$ cat config.mk
export PLATFORM = sky130hd
export DESIGN_NAME = pfa_serial_adder_ctrl
export DESIGN_NICKNAME = d
export VERILOG_FILES = /design/src/rtl/pfa_pkg.sv /design/src/rtl/pfa_cell.sv /design/src/rtl/pfa_serial_adder_ctrl.sv
export SDC_FILE = /design/constraint.sdc
export NUM_CORES = 1
export LEC_CHECK = 0
export CORE_MARGIN = 3
export CORE_UTILIZATION = 53
export CTS_CLUSTER_DIAMETER = 40
export DETAILED_ROUTE_END_ITERATION = 16
export PLACE_DENSITY = 0.89
export SYNTH_ARGS = -nofsm -noshare
export SYNTH_HDL_FRONTEND = slang
export SYNTH_SLANG_ARGS = --single-unit
export TNS_END_PERCENT = 100
$ cat constraint.sdc
create_clock -name clk -period 2.1 [get_ports clk]
set_input_delay 0.525 -clock clk [delete_from_list [all_inputs] [get_ports clk]]
set_output_delay 0.525 -clock clk [all_outputs]
set_load 0.01 [all_outputs]
$ cat src/rtl/pfa_pkg.sv
// Shared definitions for the bit-serial propagate/generate adder sequencer.
package pfa_pkg;

  localparam int DEFAULT_WIDTH = 8;

  typedef enum logic [1:0] {
    ST_IDLE = 2'd0,
    ST_RUN  = 2'd1,
    ST_DONE = 2'd2
  } state_t;

endpackage

$ cat src/rtl/pfa_cell.sv
// Combinational 1-bit propagate/generate/sum cell.
module pfa_cell (
  input  logic a,
  input  logic b,
  input  logic cin,
  output logic p,
  output logic g,
  output logic s
);

  assign p = a | b;
  assign g = a & b;
  assign s = a ^ b ^ cin;

endmodule

$ cat src/rtl/pfa_serial_adder_ctrl.sv
// Bit-serial add/subtract sequencer: one pfa_cell, LSB first, carry loop closed by a register.
// Results (sum, cout, ovf, block P/G) become visible together in the single DONE cycle.
module pfa_serial_adder_ctrl
  import pfa_pkg::*;
#(
  parameter int WIDTH = DEFAULT_WIDTH
) (
  input  logic             clk,
  input  logic             rst,
  input  logic             start,
  input  logic             sub,
  input  logic [WIDTH-1:0] a,
  input  logic [WIDTH-1:0] b,
  input  logic             cin,
  output logic             busy,
  output logic             done,
  output logic [WIDTH-1:0] sum,
  output logic             cout,
  output logic             ovf,
  output logic             grp_p,
  output logic             grp_g
);

  localparam int CNT_W = (WIDTH > 1) ? $clog2(WIDTH) : 1;
  localparam logic [CNT_W-1:0] CNT_LAST = CNT_W'(WIDTH - 1);

  state_t           state, state_next;
  logic [WIDTH-1:0] a_sh, b_sh;
  logic [WIDTH-1:0] shadow, shadow_next;
  logic [CNT_W-1:0] cnt;
  logic             c, gp, gg;
  logic             cell_p, cell_g, cell_s;
  logic             c_next;
  logic             accept, last_bit;

  pfa_cell u_cell (
    .a   (a_sh[0]),
    .b   (b_sh[0]),
    .cin (c),
    .p   (cell_p),
    .g   (cell_g),
    .s   (cell_s)
  );

  assign c_next   = cell_g | (cell_p & c);
  assign accept   = (state == ST_IDLE) && start;
  assign last_bit = (state == ST_RUN) && (cnt == CNT_LAST);

  // NOTE: every variable written here gets a default first, so no path leaves it unassigned and no latch is inferred.
  always_comb begin
    state_next  = state;
    shadow_next = shadow;
    shadow_next[cnt] = cell_s;
    unique case (state)
      ST_IDLE: if (start)    state_next = ST_RUN;
      ST_RUN:  if (last_bit) state_next = ST_DONE;
      ST_DONE:               state_next = ST_IDLE;
      default:               state_next = ST_IDLE;
    endcase
  end

  // NOTE: sequential state uses non-blocking assignments so every register samples pre-edge values.
  always_ff @(posedge clk) begin
    if (rst) begin
      state  <= ST_IDLE;
      a_sh   <= '0;
      b_sh   <= '0;
      shadow <= '0;
      cnt    <= '0;
      c      <= 1'b0;
      gp     <= 1'b0;
      gg     <= 1'b0;
      sum    <= '0;
      cout   <= 1'b0;
      ovf    <= 1'b0;
      grp_p  <= 1'b0;
      grp_g  <= 1'b0;
    end else begin
      state <= state_next;
      if (accept) begin
        a_sh   <= a;
        b_sh   <= b ^ {WIDTH{sub}};
        c      <= sub | cin;
        gp     <= 1'b1;
        gg     <= 1'b0;
        cnt    <= '0;
        shadow <= '0;
      end else if (state == ST_RUN) begin
        a_sh   <= a_sh >> 1;
        b_sh   <= b_sh >> 1;
        c      <= c_next;
        gp     <= gp & cell_p;
        gg     <= cell_g | (cell_p & gg);
        shadow <= shadow_next;
        cnt    <= last_bit ? cnt : cnt + CNT_W'(1);
        // On the MSB, c is the carry into the MSB and c_next the carry out of it.
        if (last_bit) begin
          sum   <= shadow_next;
          cout  <= c_next;
          ovf   <= c ^ c_next;
          grp_p <= gp & cell_p;
          grp_g <= cell_g | (cell_p & gg);
        end
      end
    end
  end

  assign busy = (state != ST_IDLE);
  assign done = (state == ST_DONE);

endmodule

==> results of run 1 <==
-- per-stage QoR --
step / setup WS [ps] / util, % / hold WS [ps] / std cells
floorplan: 441 / - / 437 / 242
global placement: 104 / 66.7 / 446 / 316
detailed placement: 30.6 / 66.7 / 457 / 316
CTS: 163 / 69.6 / 470 / 324
global route: 127 / 69.6 / 492 / 324
finish: 173 / 69.6 / 466 / 324
-- how the worst max path moves through the flow --
| stage | cells past startpoint | slack, ps | end | start |
|---|---|---|---|---|
| 3_3_place_gp | 5 | 100 | shadow[7] | start |
| 6_report | 2 | 170 | busy | state[0] |
| 3_5_place_dp | 5 | 30 | shadow[6] | start |
| 4_1_cts | 2 | 160 | busy | state[0] |
| 5_1_grt | 2 | 130 | busy | state[0] |
| 2_1_floorplan | 5 | 440 | sum[5] | c |
-- routing by layer --
metal	wire, um	share of wire [%]	GRT usage [%]
met1	2000	47	23.8
met5	0	0	0
met2	1940	46	29.1
met4	58	1.4	5.86
met3	236	5.6	5.65
-- registers in the layout, summed over array words and instances (netlist names), 2 cells and up --
register  cells
state         2
a_sh          8
sum           8
b_sh          8
cnt           3
shadow        8
-- cells in the final DEF (no fill, tap or decap), drive strengths merged, types with 5 or more instances in the layout --
cell,instances
dfxtp,44
nor2,34
clkdlybuf4s50,34
nand2,18
a21oi,17
buf,13
nand3,10
a211oi,10
xnor2,9
o21ai,8
a221o,7
nand3b,6
mux2i,6
a311oi,6
clkbuf,6
inv,5
-- worst max-delay path, cell delays in order (launching register included) --
cell and delay [ps]:
dfxtp_1 330, or2_2 290, clkdlybuf4s50_1 490
-- power by group through the flow --
stage	logic, W	clock network, W	registers (W)
floorplan	0.000172	0	0.000904
global placement	0.000253	0	0.000906
detailed placement	0.000259	0	0.000909
CTS	0.000261	0.000650	0.000889
global route	0.000286	0.000682	0.000893
finish	0.000259	0.000634	0.000889
-- cell families (layout without fill, tap and decap cells) --
logic type / after synthesis / after routing
AOI/OAI and AO/OA: 61 / 61
xor gates and xnor gates: 10 / 10
adders and majority gates: 5 / 5
buffers and inverters: 26 / 60
DFF: 44 / 44
muxes: 6 / 6
and+or+nand+nor: 90 / 90
-- cell type report --
class / instances / area (sq um) / share of cell area [%]
clock inverter: 2 / 35.0 / 1.34
timing repair buffer: 47 / 438 / 16.7
inverter: 5 / 18.8 / 0.715
clock buffer: 6 / 72.6 / 2.77
multi-input combinational: 172 / 1120 / 42.6
tap: 48 / 60.1 / 2.29
sequential: 44 / 881 / 33.6
==> Implementation_results.wiki, run 1 <==
{| class="wikitable"
! Metric !! Value
|-
| Pin count of the biggest net entering global routing || 25
|-
| Die Footprint || 0.00483 sq mm
|-
| Number of filler cells placed in the layout || 306
|-
| Final sum of negative setup slack || 0 ps
|-
| Clk_lat worst skew || 300 ps
|-
| Worst reg2reg endpoint || sum[2]
|-
| Required time worst endpoint || 1570 ps
|-
| Vias/cell || 5.52
|-
| Share of post-route cells with drive strength above 1 || 10.1%
|-
| Die X-Extent || 69.5 um
|-
| Routed wire length || 4230 um
|-
| Top cells by area in the synthesized netlist || dfxtp_1 41%, nor2_1 6.0%, a21oi_1 4.0%
|-
| Number of maximum-capacitance constraint violations || 0
|-
| Actual transition at the worst max-transition pin || 483 ps
|-
| Share of flip-flops with an asynchronous set or reset || 0%
|-
| Top achievable clock speed || 519 MHz
|-
| Number of DRC markers in iteration 0 || 124
|-
| CTS tree || yes
|-
| All-layer global routing usage || 18.4%
|-
| Area of the core region || 0.00377 sq mm
|-
| Number of flops mapped to enable cells by yosys || 0
|-
| Std cell rows || 22
|-
| Clock network power share || 35.6%
|-
| Wire length of the first global-routing pass || 7270 um
|-
| Post-detailed-route count of antenna-violating nets || 0
|-
| Static Leakage || 0.968 nW
|-
| Fraction of the mapped netlist area in compound gates || 20.1%
|-
| Most instantiated cells after synthesis || 44 x dfxtp_1, 34 x nor2_1, 18 x nand2_1, 17 x a21oi_1, 11 x buf_2
|-
| Pwr per Cell Area || 679 mW/mm^2
|-
| Critical-path maximum fanout || 3
|-
| Area share of the largest cell type after synthesis || 41.2%
|-
| Register bit count reported by yosys || 44
|-
| Root Buffer Master || clkbuf_8
|-
| Mapped Avg Cell Area || 8.84 sq um
|-
| Port buffer count || 34
|-
| Reg-to-reg setup timing slack || 360 ps
|-
| WP data arrival || 1400 ps
|-
| Cts-stage hold buffer count || 0
|-
| Synthesized instance count || 242
|-
| Hold Crit Endpoint || shadow[0]
|-
| Setup violations, final || 0
|-
| Starting Density || 56.7%
|-
| Final hold violation count || 0
|-
| Net Switching || 0.000436 W
|-
| Portion of netlist area occupied by mux cells || 2.81%
|-
| Net count after synthesis || 268
|-
| Mapped Area || 0.00214 sq mm
|-
| Number of global-route vias before repair || 1591
|-
| Startpoint class of the critical path || flip-flop
|-
| Gate power share || 14.5%
|-
| Total Power || 0.00178 W
|-
| Number of buffers created by CTS || 5
|-
| Ports placed on the boundary || 35
|-
| Placed inst area || 0.00252 sq mm
|-
| Type of the worst setup path || reg -> out
|-
| Combinational family with the most area after synthesis || simple AND/OR/NAND/NOR gates
|-
| Number of cells upsized or downsized after cts || 0
|-
| Number of library cell types mapped by synthesis || 41
|-
| Layout-stage area growth over the synthesis result || 22.7%
|-
| Number of remaining DRC errors || 0
|-
| Setup bufs post-CTS || 0
|-
| Number of cell instances on the worst register-to-register path || 5
|-
| Number of warnings printed during yosys synthesis || 0
|-
| Average wire per standard cell || 13.1 um
|-
| Hold path startpoint || shadow[0]
|-
| Detailed-router iteration count before antenna repair || 4
|-
| Sw Share || 24.5%
|-
| Antenna Diode Count || 0
|-
| Slew HR || 67.7%
|-
| Internal Pwr Total || 0.00135 W
|-
| Clock period minus worst slack || 1930 ps
|-
| Number of antenna violations at the first check in global routing || 0
|-
| Area share of and/or/nand/nor cells after synthesis || 22.1%
|-
| WHS Path Cells || 2
|-
| Number of clock sinks || 44
|-
| Run status || finished, final reports clean
|-
| Final clock skew || 9.43 ps
|-
| Most frequent cell after synthesis || dfxtp_1
|-
| H-tree depth || 2
|-
| Class of the tightest hold or removal check || reg -> reg
|-
| Clock buffer depth || 2
|-
| Portion of the post-synthesis area used by sequential elements || 41.2%
|-
| Number of max-slew violations in the final report || 0
|-
| Share of power burned in registers || 49.9%
|-
| Post-route standard cell area excluding fillers || 0.00262 sq mm
|-
| Congestion Overflow GR || 0
|-
| Synth Area in Adders || 3.28%
|-
| Top cell type by total area after synthesis || dfxtp_1
|-
| Portion of the clock cycle consumed by the worst path in the final layout || 91.8%
|-
| Unrepaired setup endpoints after global routing || false
|-
| Xor/xnor cell area share of the yosys netlist || 4.10%
|-
| Die Y || 69.5 um
|-
| Routability-driven placement congestion ratio || 0.830
|-
| Maximum resistive drop on vdd || 0.456 mV
|-
| Reg-to-Reg Start || cnt[2]
|-
| Number of nets at the end of the flow || 301
|-
| Clock edge transition at the registers on the reported setup and hold paths || 80 ps
|-
| Most instantiated flip-flop cell in the synthesis netlist || dfxtp_1
|-
| CP Capture Type || primary output
|-
| Final HPWL DP || 3090 um
|-
| Via count || 1789
|}
Power figures use the tool's default switching activity.
==> run 2: changes to the inputs <==
--- a/config.mk
+++ b/config.mk
@@ -10,6 +10,7 @@
 export CTS_CLUSTER_DIAMETER = 40
 export DETAILED_ROUTE_END_ITERATION = 16
 export PLACE_DENSITY = 0.89
+export SLEW_MARGIN = 20
 export SYNTH_ARGS = -nofsm -noshare
 export SYNTH_HDL_FRONTEND = slang
 export SYNTH_SLANG_ARGS = --single-unit
==> results of run 2 <==
Same layout as run 1: the final DEF is identical, and so are final timing and power.
==> run 3: changes to the inputs <==
--- a/config.mk
+++ b/config.mk
@@ -5,11 +5,13 @@
 export SDC_FILE = /design/constraint.sdc
 export NUM_CORES = 1
 export LEC_CHECK = 0
+export CAP_MARGIN = 20
 export CORE_MARGIN = 3
 export CORE_UTILIZATION = 53
 export CTS_CLUSTER_DIAMETER = 40
 export DETAILED_ROUTE_END_ITERATION = 16
 export PLACE_DENSITY = 0.89
+export SETUP_SLACK_MARGIN = 0.05
 export SLEW_MARGIN = 20
 export SYNTH_ARGS = -nofsm -noshare
 export SYNTH_HDL_FRONTEND = slang
==> results of run 3 <==
Same layout as run 1: the final DEF is identical, and so are final timing and power.
